$ cat src/rtl/jump_resolve_unit.sv
// Jump resolve unit: four-state sequential jump/branch resolver.
// Captures a request, classifies it, evaluates, and returns a registered result.
module jump_resolve_unit #(
  parameter int PC_W    = 16,
  parameter int INS_W   = 16,
  parameter int OPC_MSB = 15,
  parameter int OPC_LSB = 11,
  parameter int OFF_W   = 8,
  parameter logic [OPC_MSB-OPC_LSB:0] OP_J    = 5'b10000,
  parameter logic [OPC_MSB-OPC_LSB:0] OP_JAL  = 5'b10001,
  parameter logic [OPC_MSB-OPC_LSB:0] OP_BEQZ = 5'b10010,
  parameter logic [OPC_MSB-OPC_LSB:0] OP_BNEZ = 5'b10011,
  parameter logic [OPC_MSB-OPC_LSB:0] OP_JR   = 5'b10100
) (
  input  logic             clk,
  input  logic             rst_n,
  input  logic             req_valid,
  output logic             req_ready,
  input  logic [INS_W-1:0] ins,
  input  logic [PC_W-1:0]  pc,
  input  logic [PC_W-1:0]  rs_val,
  input  logic             abort,
  output logic [1:0]       jump,
  output logic             res_valid,
  output logic             pc_load,
  output logic [PC_W-1:0]  pc_target,
  output logic             link_we,
  output logic [PC_W-1:0]  link_val
);

  localparam int OPC_W = OPC_MSB - OPC_LSB + 1;
  localparam logic [PC_W-1:0] PC_ONE = PC_W'(1);

  typedef enum logic [1:0] {
    IDLE,
    DECODE,
    EVAL,
    DONE
  } state_t;

  state_t state;

  logic [INS_W-1:0] ins_q;
  logic [PC_W-1:0]  pc_q;
  logic [PC_W-1:0]  rs_q;

  logic [PC_W-1:0]  tgt_q;
  logic             ld_q;
  logic             lnk_q;
  logic             load_r;
  logic             link_r;
  logic             res_q;

  logic             accept;
  logic [OPC_W-1:0] opc;
  logic [PC_W-1:0]  pc_inc;
  logic [PC_W-1:0]  abs_tgt;
  logic [PC_W-1:0]  off_ext;
  logic [PC_W-1:0]  br_tgt;
  logic             is_abs;
  logic             is_br;
  logic             is_jr;
  logic             taken;

  logic [1:0]       cls;
  logic [PC_W-1:0]  tgt;
  logic             ld;
  logic             lnk;

  assign req_ready = (state == IDLE);
  assign accept    = req_valid && req_ready && !abort;

  assign opc     = ins_q[OPC_MSB:OPC_LSB];
  assign pc_inc  = pc_q + PC_ONE;
  assign abs_tgt = {pc_q[PC_W-1:OPC_LSB], ins_q[OPC_LSB-1:0]};
  assign off_ext = {{(PC_W-OFF_W){ins_q[OFF_W-1]}},
                    ins_q[OFF_W-1:0]};
  assign br_tgt  = pc_q + PC_ONE + off_ext;

  assign is_abs = (opc == OP_J) || (opc == OP_JAL);
  assign is_br  = (opc == OP_BEQZ) || (opc == OP_BNEZ);
  assign is_jr  = (opc == OP_JR);
  assign taken  = (opc == OP_BEQZ) ? (rs_q == '0)
                                   : (rs_q != '0);

  // A flush in the result cycle must suppress the pulse immediately.
  assign res_valid = res_q & ~abort;
  assign pc_load   = load_r & res_valid;
  assign link_we   = link_r & res_valid;

  // Classify the captured instruction and pick its successor PC.
  always_comb begin
    cls = 2'b00;
    tgt = pc_inc;
    ld  = 1'b0;
    lnk = 1'b0;
    unique case (1'b1)
      is_abs: begin
        cls = 2'b01;
        tgt = abs_tgt;
        ld  = 1'b1;
        lnk = (opc == OP_JAL);
      end
      is_br: begin
        cls = 2'b10;
        if (taken) begin
          tgt = br_tgt;
          ld  = 1'b1;
        end
      end
      is_jr: begin
        cls = 2'b11;
        tgt = rs_q;
        ld  = 1'b1;
      end
      default: ;
    endcase
  end

  // Capture the request operands on an accepted handshake.
  always_ff @(posedge clk or negedge rst_n) begin
    if (!rst_n) begin
      ins_q <= '0;
      pc_q  <= '0;
      rs_q  <= '0;
    end else if (accept) begin
      ins_q <= ins;
      pc_q  <= pc;
      rs_q  <= rs_val;
    end
  end

  // Control FSM with registered class and result outputs.
  always_ff @(posedge clk or negedge rst_n) begin
    if (!rst_n) begin
      state     <= IDLE;
      jump      <= 2'b00;
      tgt_q     <= '0;
      ld_q      <= 1'b0;
      lnk_q     <= 1'b0;
      pc_target <= '0;
      link_val  <= '0;
      load_r    <= 1'b0;
      link_r    <= 1'b0;
      res_q     <= 1'b0;
    end else if (abort && state != IDLE) begin
      state  <= IDLE;
      jump   <= 2'b00;
      load_r <= 1'b0;
      link_r <= 1'b0;
      res_q  <= 1'b0;
    end else begin
      case (state)
        IDLE: begin
          if (accept) state <= DECODE;
        end
        DECODE: begin
          jump  <= cls;
          tgt_q <= tgt;
          ld_q  <= ld;
          lnk_q <= lnk;
          state <= EVAL;
        end
        EVAL: begin
          pc_target <= tgt_q;
          link_val  <= pc_inc;
          load_r    <= ld_q;
          link_r    <= lnk_q;
          res_q     <= 1'b1;
          state     <= DONE;
        end
        DONE: begin
          load_r <= 1'b0;
          link_r <= 1'b0;
          res_q  <= 1'b0;
          state  <= IDLE;
        end
        default: state <= IDLE;
      endcase
    end
  end

endmodule
$ cat config.mk
export PLATFORM = sky130hd
export DESIGN_NAME = jump_resolve_unit
export DESIGN_NICKNAME = d
export VERILOG_FILES = /design/src/rtl/jump_resolve_unit.sv
export SDC_FILE = /design/constraint.sdc
export NUM_CORES = 1
export LEC_CHECK = 0
export CAP_MARGIN = 5
export CELL_PAD_IN_SITES_DETAIL_PLACEMENT = 2
export CELL_PAD_IN_SITES_GLOBAL_PLACEMENT = 2
export CORE_MARGIN = 2
export CORE_UTILIZATION = 35
export DETAILED_ROUTE_END_ITERATION = 6
export PLACE_DENSITY = 0.77
export SYNTH_ARGS = -nofsm -noshare
export SYNTH_HDL_FRONTEND = slang
export SYNTH_SLANG_ARGS = --single-unit
$ cat constraint.sdc
create_clock -name clk -period 3.5 [get_ports clk]
set_input_delay 0.875 -clock clk [delete_from_list [all_inputs] [get_ports clk]]
set_output_delay 0.875 -clock clk [all_outputs]
set_load 0.005 [all_outputs]
== Word-level counts from Yosys, hierarchy flattened ==
Index checks and enable logic that the tools add are counted.

* Register bits: 105
* Input bits: 52
* Output and inout bits: 38
* Word-level logic and storage cells: 62

* $add $sub $neg: 2
* Eq/ne operators: 9
* Muxes and demuxes: 18
* Bitwise gates (word level): 5
* Reductions and logical operators: 15

{| class="wikitable"
|+ Operators by type and width
! kind !! number
|-
| $pmux W16 S3 || 1
|-
| $eq A5 B5 Y1 const B || 5
|-
| $add A16 B1 Y16 const B || 1
|-
| $add A16 B16 Y16 || 1
|-
| $logic_not A16 Y1 || 1
|-
| $mux W16 || 1
|-
| $reduce_bool A16 Y1 || 1
|-
| $mux W2 || 4
|-
| $pmux W1 S2 || 4
|-
| $pmux W2 S4 || 1
|-
| $mux W1 || 6
|-
| $pmux W2 S3 || 1
|-
| $eq A2 B2 Y1 const B || 2
|-
| $reduce_and A2 Y1 || 2
|-
| $reduce_bool A2 Y1 || 2
|-
| $and A1 B1 Y1 || 3
|-
| $logic_and A1 B1 Y1 || 3
|-
| $ne A3 B1 Y1 const B || 1
|-
| $reduce_bool A3 Y1 || 1
|-
| $eq A2 B1 Y1 const B || 1
|-
| $logic_not A2 Y1 || 1
|-
| $logic_or A1 B1 Y1 || 2
|-
| $not A1 Y1 || 2
|-
| $reduce_or A2 Y1 || 1
|-
| $logic_not A1 Y1 || 1
|}

== Logic depth before layout (Yosys ltp) ==
Gate-level depths: netlist (run 1).

* Depth in word-level cells: 6
* Gate-level depth with buffers: 13
* Depth with buffers taken out: 13

== Worst setup path before layout (run 1) ==
No wires, ideal clock.

* Kind: reg-to-reg
* From: register pc_q[0]
* To: register tgt_q[15]
* Library setup time: 126 ps
* Data arrival time: 2966 ps
* Required time: 3374 ps
* Setup slack: 408 ps
* Cell stages (with the launch flop): 14
* Buffers on the path: 0
* Period minus slack after synthesis: 3092 ps
* Cell sequence: dfrtp_1 ha_1 nand2_1 nor3_1 nand4_1 xnor2_1 ha_1 a21o_1 a211oi_2 nor2_1 a2111oi_0 nand3_1 mux2i_1 a221o_1

* Longest elaborated chain between the ends: 4

{| class="wikitable"
|+ RTL lines
! element !! line !! source
|-
| from (decl) || 44 || <nowiki>logic [PC_W-1:0] pc_q;</nowiki>
|-
| from (signal assigned) || 128 || <nowiki>pc_q <= pc;</nowiki>
|-
| $add A16 B1 Y16 || 74 || <nowiki>assign pc_inc = pc_q + PC_ONE;</nowiki>
|-
| named net pc_inc[12] || 56 || <nowiki>logic [PC_W-1:0] pc_inc;</nowiki>
|-
| $add A16 B16 Y16 || 78 || <nowiki>assign br_tgt = pc_q + PC_ONE + off_ext;</nowiki>
|-
| $mux W16 || 106 || <nowiki>if (taken) begin</nowiki>
|-
| $pmux W16 S3 || 97 || <nowiki>unique case (1'b1)</nowiki>
|-
| to (signal assigned) || 159 || <nowiki>tgt_q <= tgt;</nowiki>
|-
| to (decl) || 47 || <nowiki>logic [PC_W-1:0] tgt_q;</nowiki>
|}

The timed path passes the listed nets, and every way through them passes these cells.
A chain may end at the register's enable or synchronous reset.

== Worst setup path in the final report (run 1) ==
* From: register pc_q[5]
* To: register tgt_q[15]

The elaborated chain is that of the path after synthesis.

==> results.toml, run 1 <==
[pwr]
p_int_mw = 4.53
clkPwrFrac = 0.145
max-vdd-ir-drop_v = 0.000318
seq_power_share = 0.315
p_leak_nw = 3.08
pwr-share-comb = 0.540
p_sw_frac = 0.416
powerDensity_mw_per_mm2 = 1060
switchingPower_mw = 3.23

[sta]
hold_viol_final = 0
tightest_slew_ns = 0.648
setup_viol = 0
final-max-slew-violation-count = 0
fmax_ghz = 0.302
relSlewSlack = 0.568
fin_skew_ns = 0.00684
final.period_utilization = 0.946
setup_ws_ns = 0.189
period_minus_slack_ns = 3.31

[grt]
grt_pass1_vias = 5006
grt_max_degree = 49
grt_pass1_wl_mm = 29.7
grt_overflow_total = 0
grt_usage = 0.226
antenna_found_initial = 0

[synth]
synth_top_family_by_area = "multiplexers"
yosys.area_share.simple = 0.114
synth_area_leaders = "dfrtp_1 (46%), mux2_2 (14%), ha_1 (4.9%), nand2_1 (2.4%), o21ai_0 (2.3%)"
synth_xor_area_frac = 0.0500
yosys-mux-area-fraction = 0.152
synth_ff_type = "dfrtp_1"
yosysTopAreaCellShare = 0.464
avgSynthCellArea_um2 = 11.2
ys_types = 60
synthAdderAreaFrac = 0.0522
synth_seq_area_share = 0.464
synth_area_mm2 = 0.00566
synth_compound_area_frac = 0.143
synth_warnings = 0
synth_seq_cells = 105
async_flop_share = 1.00
synthCells = 504
synth_top_area_cell = "dfrtp_1"
synth_edf_count = 0
syn_nets = 579

[die]
start_util = 0.358
num_rows = 46
dieArea_mm2 = 0.0172
die_y_um = 131
coreArea_mm2 = 0.0158
io_pins = 90
die_x_um = 131

[finish]
nNetsFinal = 690
n_fill_cell = 1613
final_util = 0.465
diodes = 0
area_growth_pct = 29.9
stdcell_area_mm2 = 0.00735
regArea_mm2 = 0.00263
drive_gt1_frac = 0.231
multi_input_area_mm2 = 0.00295

[placement]
gp_congestion = 0.899
place_area_mm2 = 0.00695
dp.final_hpwl_mm = 14.5
pre_cts_ws_ns = 0.0124
portBuffers = 89

[route]
via_count = 4540
wirelength_mm = 19.1
drcViolationCount = 0
routed_via_density = 5.43
wl_per_cell_um = 22.9
drt-pass1-iter-count = 4
drtIter0Drc = 211
final_antenna_net_count = 0

[cts]
cts-root-buf = "clkbuf_16"
cts_hold_buf = 0
htreeDepth = 3
numCtsBuffers = 9
cts_buffer_depth = 2
tritoncts = "done"
clock_sinks = 105
worstSkewPairLatency_ns = 0.36
cts.clk_slew.worst_paths_ns = 0.07

[worst_setup_path]
crit_path_start = "pc_q[5]$_DFFE_PN0P_"
cp-end-kind = "flop"
worstPathRequired_ns = 3.74
r2r_setup_slack_ns = 0.19
r2r_end = "tgt_q[15]$_DFFE_PN0P_"
crit_fanout = 5
path_class = "reg2reg"
worstReg2RegStart = "pc_q[5]$_DFFE_PN0P_"
arrival_ns = 3.55
start_kind = "flop"
crit_end = "tgt_q[15]$_DFFE_PN0P_"
reg2regPathDepth = 13

[hold_path]
min_path_cells = 2
min_path_type = "reg2reg"

[flow_run]
max_cap_viol_count = 0

[outcome]
status = "completed"
## critical path, cell delays in order (launching register included)
cell	delay (ns)
dfrtp_2	0.42
nand4_2	0.21
nor3_2	0.25
buf_4	0.15
nand4_1	0.14
xnor2_2	0.27
ha_4	0.25
a21o_1	0.20
a211oi_2	0.29
nand2b_1	0.09
or4_1	0.42
nand3_1	0.11
mux2i_1	0.08
a221o_1	0.33
## metal layers
metal | global-route usage | vias up | wire [um] | part of all wire
li1 | - | 2071 | - | -
met1 | 0.296 | 2351 | 8650 | 0.45
met2 | 0.387 | 97 | 9420 | 0.49
met3 | 0.0270 | 21 | 624 | 0.033
met4 | 0.0797 | 0 | 408 | 0.021
met5 | 0 | - | 0 | 0
## cells in the mapped netlist, drive strengths merged, types with 4 or more instances
cell type	instances
a21o	9
a21oi	23
a221o	10
a221oi	10
a31oi	5
and2	6
buf	8
clkbuf	11
dfrtp	105
ha	22
inv	13
mux2	72
mux2i	5
nand2	36
nand2b	6
nand3	10
nand4	7
nor2	22
nor2b	8
nor3	13
nor4	4
o21a	6
o21ai	32
o22ai	6
xnor2	15
xor2	13
## logic make-up after synthesis
group / count (synthesis)
buffers and inverters: 32
xor gates and xnor gates: 28
muxes: 77
adders and majority gates: 23
DFF: 105
and+or+nand+nor: 121
AOI/OAI and AO/OA: 118
## repair_timing
item / in CTS / in global routing
pin swaps: 0 / 2
resized for setup: 1 / 9
setup buffers: 0 / 3
setup endpoints to repair: 1 / 1
## power groups by stage
stage               sequential, mW  combinational, mW  clock [mW]
detailed placement            2.45               4.05           0
global placement              2.38               3.88           0
finish                        2.45               4.19        1.13
CTS                           2.44               4.12        1.16
global route                  2.53               4.57        1.19
floorplan                     2.24               2.56           0
## worst min-delay path by stage
stage                              from                  endpoint  slack, ns
2_1_floorplan         lnk_q$_DFFE_PN0P_         lnk_q$_DFFE_PN0P_       0.44
3_3_place_gp       tgt_q[8]$_DFFE_PN0P_      tgt_q[8]$_DFFE_PN0P_       0.46
3_5_place_dp   link_val[15]$_DFFE_PN0P_  link_val[15]$_DFFE_PN0P_       0.48
4_1_cts        link_val[15]$_DFFE_PN0P_  link_val[15]$_DFFE_PN0P_       0.49
5_1_grt         link_val[8]$_DFFE_PN0P_   link_val[8]$_DFFE_PN0P_       0.51
6_report       link_val[15]$_DFFE_PN0P_  link_val[15]$_DFFE_PN0P_       0.49
## metrics by stage
| step | total power, mW | cells | hold WS (ns) | TNS (ns) |
|---|---|---|---|---|
| 4_1_cts | 7.71 | 833 | 0.494 | 0 |
| 3_5_place_dp | 6.50 | 817 | 0.478 | 0 |
| 5_1_grt | 8.30 | 836 | 0.510 | -0.0312 |
| 2_1_floorplan | 4.80 | 504 | 0.437 | 0 |
| 3_3_place_gp | 6.27 | 817 | 0.465 | 0 |
| 6_report | 7.76 | 836 | 0.486 | 0 |
## layout make-up
type / count / share of cell area
sequential: 105 / 0.358
inverter: 13 / 0.00664
multi-input combinational: 367 / 0.401
clock buffer: 10 / 0.0325
timing repair buffer: 119 / 0.153
clock inverter: 6 / 0.0123
tap: 216 / 0.0368
## registers in the layout, summed over array words and instances (netlist names)
signal,count
ins_q,16
link_val,16
pc_q,16
pc_target,16
rs_q,16
tgt_q,16
jump,2
state,2
ld_q,1
link_r,1
lnk_q,1
load_r,1
res_q,1
## layout by cell type (no fill, tap or decap), drive strengths merged, types with 13 or more instances in the layout
cell / netlist / layout
clkdlybuf4s50: 0 / 88
xor2: 13 / 13
o21ai: 32 / 32
xnor2: 15 / 15
dfrtp: 105 / 105
ha: 22 / 22
nor3: 13 / 13
a21oi: 23 / 23
buf: 8 / 31
nand2: 36 / 36
mux2: 72 / 72
nor2: 22 / 22
inv: 13 / 14
No activity file was read; power rests on OpenSTA's default activity.
==> run 2: changes to the inputs <==
--- a/config.mk
+++ b/config.mk
@@ -5,13 +5,15 @@
 export SDC_FILE = /design/constraint.sdc
 export NUM_CORES = 1
 export LEC_CHECK = 0
-export CAP_MARGIN = 5
+export CAP_MARGIN = 25
 export CELL_PAD_IN_SITES_DETAIL_PLACEMENT = 2
 export CELL_PAD_IN_SITES_GLOBAL_PLACEMENT = 2
 export CORE_MARGIN = 2
 export CORE_UTILIZATION = 35
 export DETAILED_ROUTE_END_ITERATION = 6
 export PLACE_DENSITY = 0.77
+export REMOVE_ABC_BUFFERS = 1
 export SYNTH_ARGS = -nofsm -noshare
 export SYNTH_HDL_FRONTEND = slang
 export SYNTH_SLANG_ARGS = --single-unit
+export TNS_END_PERCENT = 20
==> run 2 against run 1 <==
Compared with the run above:
- hold slack hardly changed
- non-clock buffer count stayed put
- worst setup slack got worse by 0.10 ns
- clock power fell by 8%
- clock-buffer cell count unchanged
- largest power group unchanged
- highest routed layer unchanged
==> results.toml, run 2 (synthesis results as in run 1) <==
[outcome]
status = "completed"

[pwr]
p_leak_nw = 3.08
powerDensity_mw_per_mm2 = 1040
max-vdd-ir-drop_v = 0.000388
p_total_mw = 7.67

[worst_setup_path]
worstPathRequired_ns = 3.74
reg2regPathDepth = 12
r2r_end = "tgt_q[15]$_DFFE_PN0P_"
arrival_ns = 3.66
start_kind = "flop"
crit_fanout = 6
cp-end-kind = "flop"
path_class = "reg2reg"
worstReg2RegStart = "pc_q[2]$_DFFE_PN0P_"
r2r_setup_slack_ns = 0.09

[die]
coreArea_mm2 = 0.0158
io_pins = 90
dieArea_mm2 = 0.0172
start_util = 0.358
num_rows = 46
die_y_um = 131
die_x_um = 131

[cts]
cts.clk_slew.worst_paths_ns = 0.07
clock_sinks = 105
tritoncts = "done"
numCtsBuffers = 9
worstSkewPairLatency_ns = 0.36
htreeDepth = 3
cts_buffer_depth = 2
cts-root-buf = "clkbuf_16"

[finish]
diodes = 0
fin_cells = 836
nNetsFinal = 690
drive_gt1_frac = 0.235
layout_common_cells = "dfrtp_1 (100), clkdlybuf4s50_1 (88), mux2_2 (72)"
final_common_cell = "dfrtp_1"
area_growth_pct = 29.9

[grt]
grt_pass1_wl_mm = 28.8
grt_usage = 0.214
antenna_found_initial = 0
grt_overflow_total = 0
grt_max_degree = 47
grt_pass1_vias = 4992

[sta]
fmax_ghz = 0.293
hold_viol_final = 0
final-max-slew-violation-count = 0
setup_viol = 0
fin_skew_ns = 0.00758
final.period_utilization = 0.975
relSlewSlack = 0.424
period_minus_slack_ns = 3.41
tightest_slew_ns = 0.859

[route]
drt-pass1-iter-count = 4
drtIter0Drc = 230
routed_via_density = 5.50
final_antenna_net_count = 0
wl_per_cell_um = 22.3
drcViolationCount = 0
wirelength_mm = 18.7
via_count = 4599

[hold_path]
min_path_type = "in2async"

[placement]
portBuffers = 89
dp.final_hpwl_mm = 14.0
gp_congestion = 0.865
placedCellCount = 815

[flow_run]
max_cap_viol_count = 0
## run 2: metrics by stage
step	util	setup slack, ns	cell area (um^2)	TNS (ns)	hold WS, ns
2_1_floorplan	-	0.408	5570	0	0.438
3_3_place_gp	0.439	0.0520	6950	0	0.463
3_5_place_dp	0.439	-0.0832	6950	-0.0832	0.472
4_1_cts	0.459	0.0151	7270	0	0.494
5_1_grt	0.465	-0.0389	7350	-0.0389	0.503
6_report	0.465	0.0860	7350	0	0.486
## run 2: layer usage
metal  track usage  routed length (um)
met2         0.366                9400
met4        0.0562                 277
met3        0.0305                 633
met1         0.287                8350
met5             0                   0
## run 2: repair_timing
action | in CTS | in global routing
setup buffers | 0 | 5
setup endpoints to repair | 1 | 1
resized for setup | 6 | 9
pin swaps | 0 | 2
hold buffers | 0 | 0
## run 2: how the worst max path moves through the flow
stage | endpoint | from | slack, ns | cells past startpoint
after floorplan | tgt_q[15]$_DFFE_PN0P_ | pc_q[0]$_DFFE_PN0P_ | 0.41 | 13
after global placement | tgt_q[15]$_DFFE_PN0P_ | pc_q[0]$_DFFE_PN0P_ | 0.05 | 14
after detailed placement | tgt_q[15]$_DFFE_PN0P_ | pc_q[0]$_DFFE_PN0P_ | -0.08 | 14
after CTS | tgt_q[15]$_DFFE_PN0P_ | pc_q[4]$_DFFE_PN0P_ | 0.02 | 13
after global routing | tgt_q[15]$_DFFE_PN0P_ | pc_q[2]$_DFFE_PN0P_ | -0.04 | 12
final | tgt_q[15]$_DFFE_PN0P_ | pc_q[2]$_DFFE_PN0P_ | 0.09 | 12
## run 2: power breakdown
group	total, mW	leakage (nW)	internal [mW]	switching, mW
Clock	1.04	0.144	0.565	0.480
Combinational	4.19	1.69	2.05	2.14
Sequential	2.43	1.25	1.82	0.609
## run 2: area by class of cell
| type | instances | area, um^2 |
|---|---|---|
| fill | 1602 | 8470 |
| multi-input combinational | 367 | 2960 |
| sequential | 105 | 2630 |
| timing repair buffer | 119 | 1140 |
| tap | 216 | 270 |
| clock buffer | 10 | 229 |
| clock inverter | 6 | 72.6 |
| inverter | 13 | 48.8 |
## run 2: critical path, stage by stage, from the launching register on
cell and delay (ns):
dfrtp_2 0.44, nand3_1 0.20, buf_4 0.22, nor4b_2 0.37, xnor2_1 0.25, inv_1 0.09
ha_1 0.39, o21ai_0 0.15, and3b_1 0.22, a2111oi_2 0.36, nand3_1 0.14, mux2i_1 0.14
a221o_1 0.32
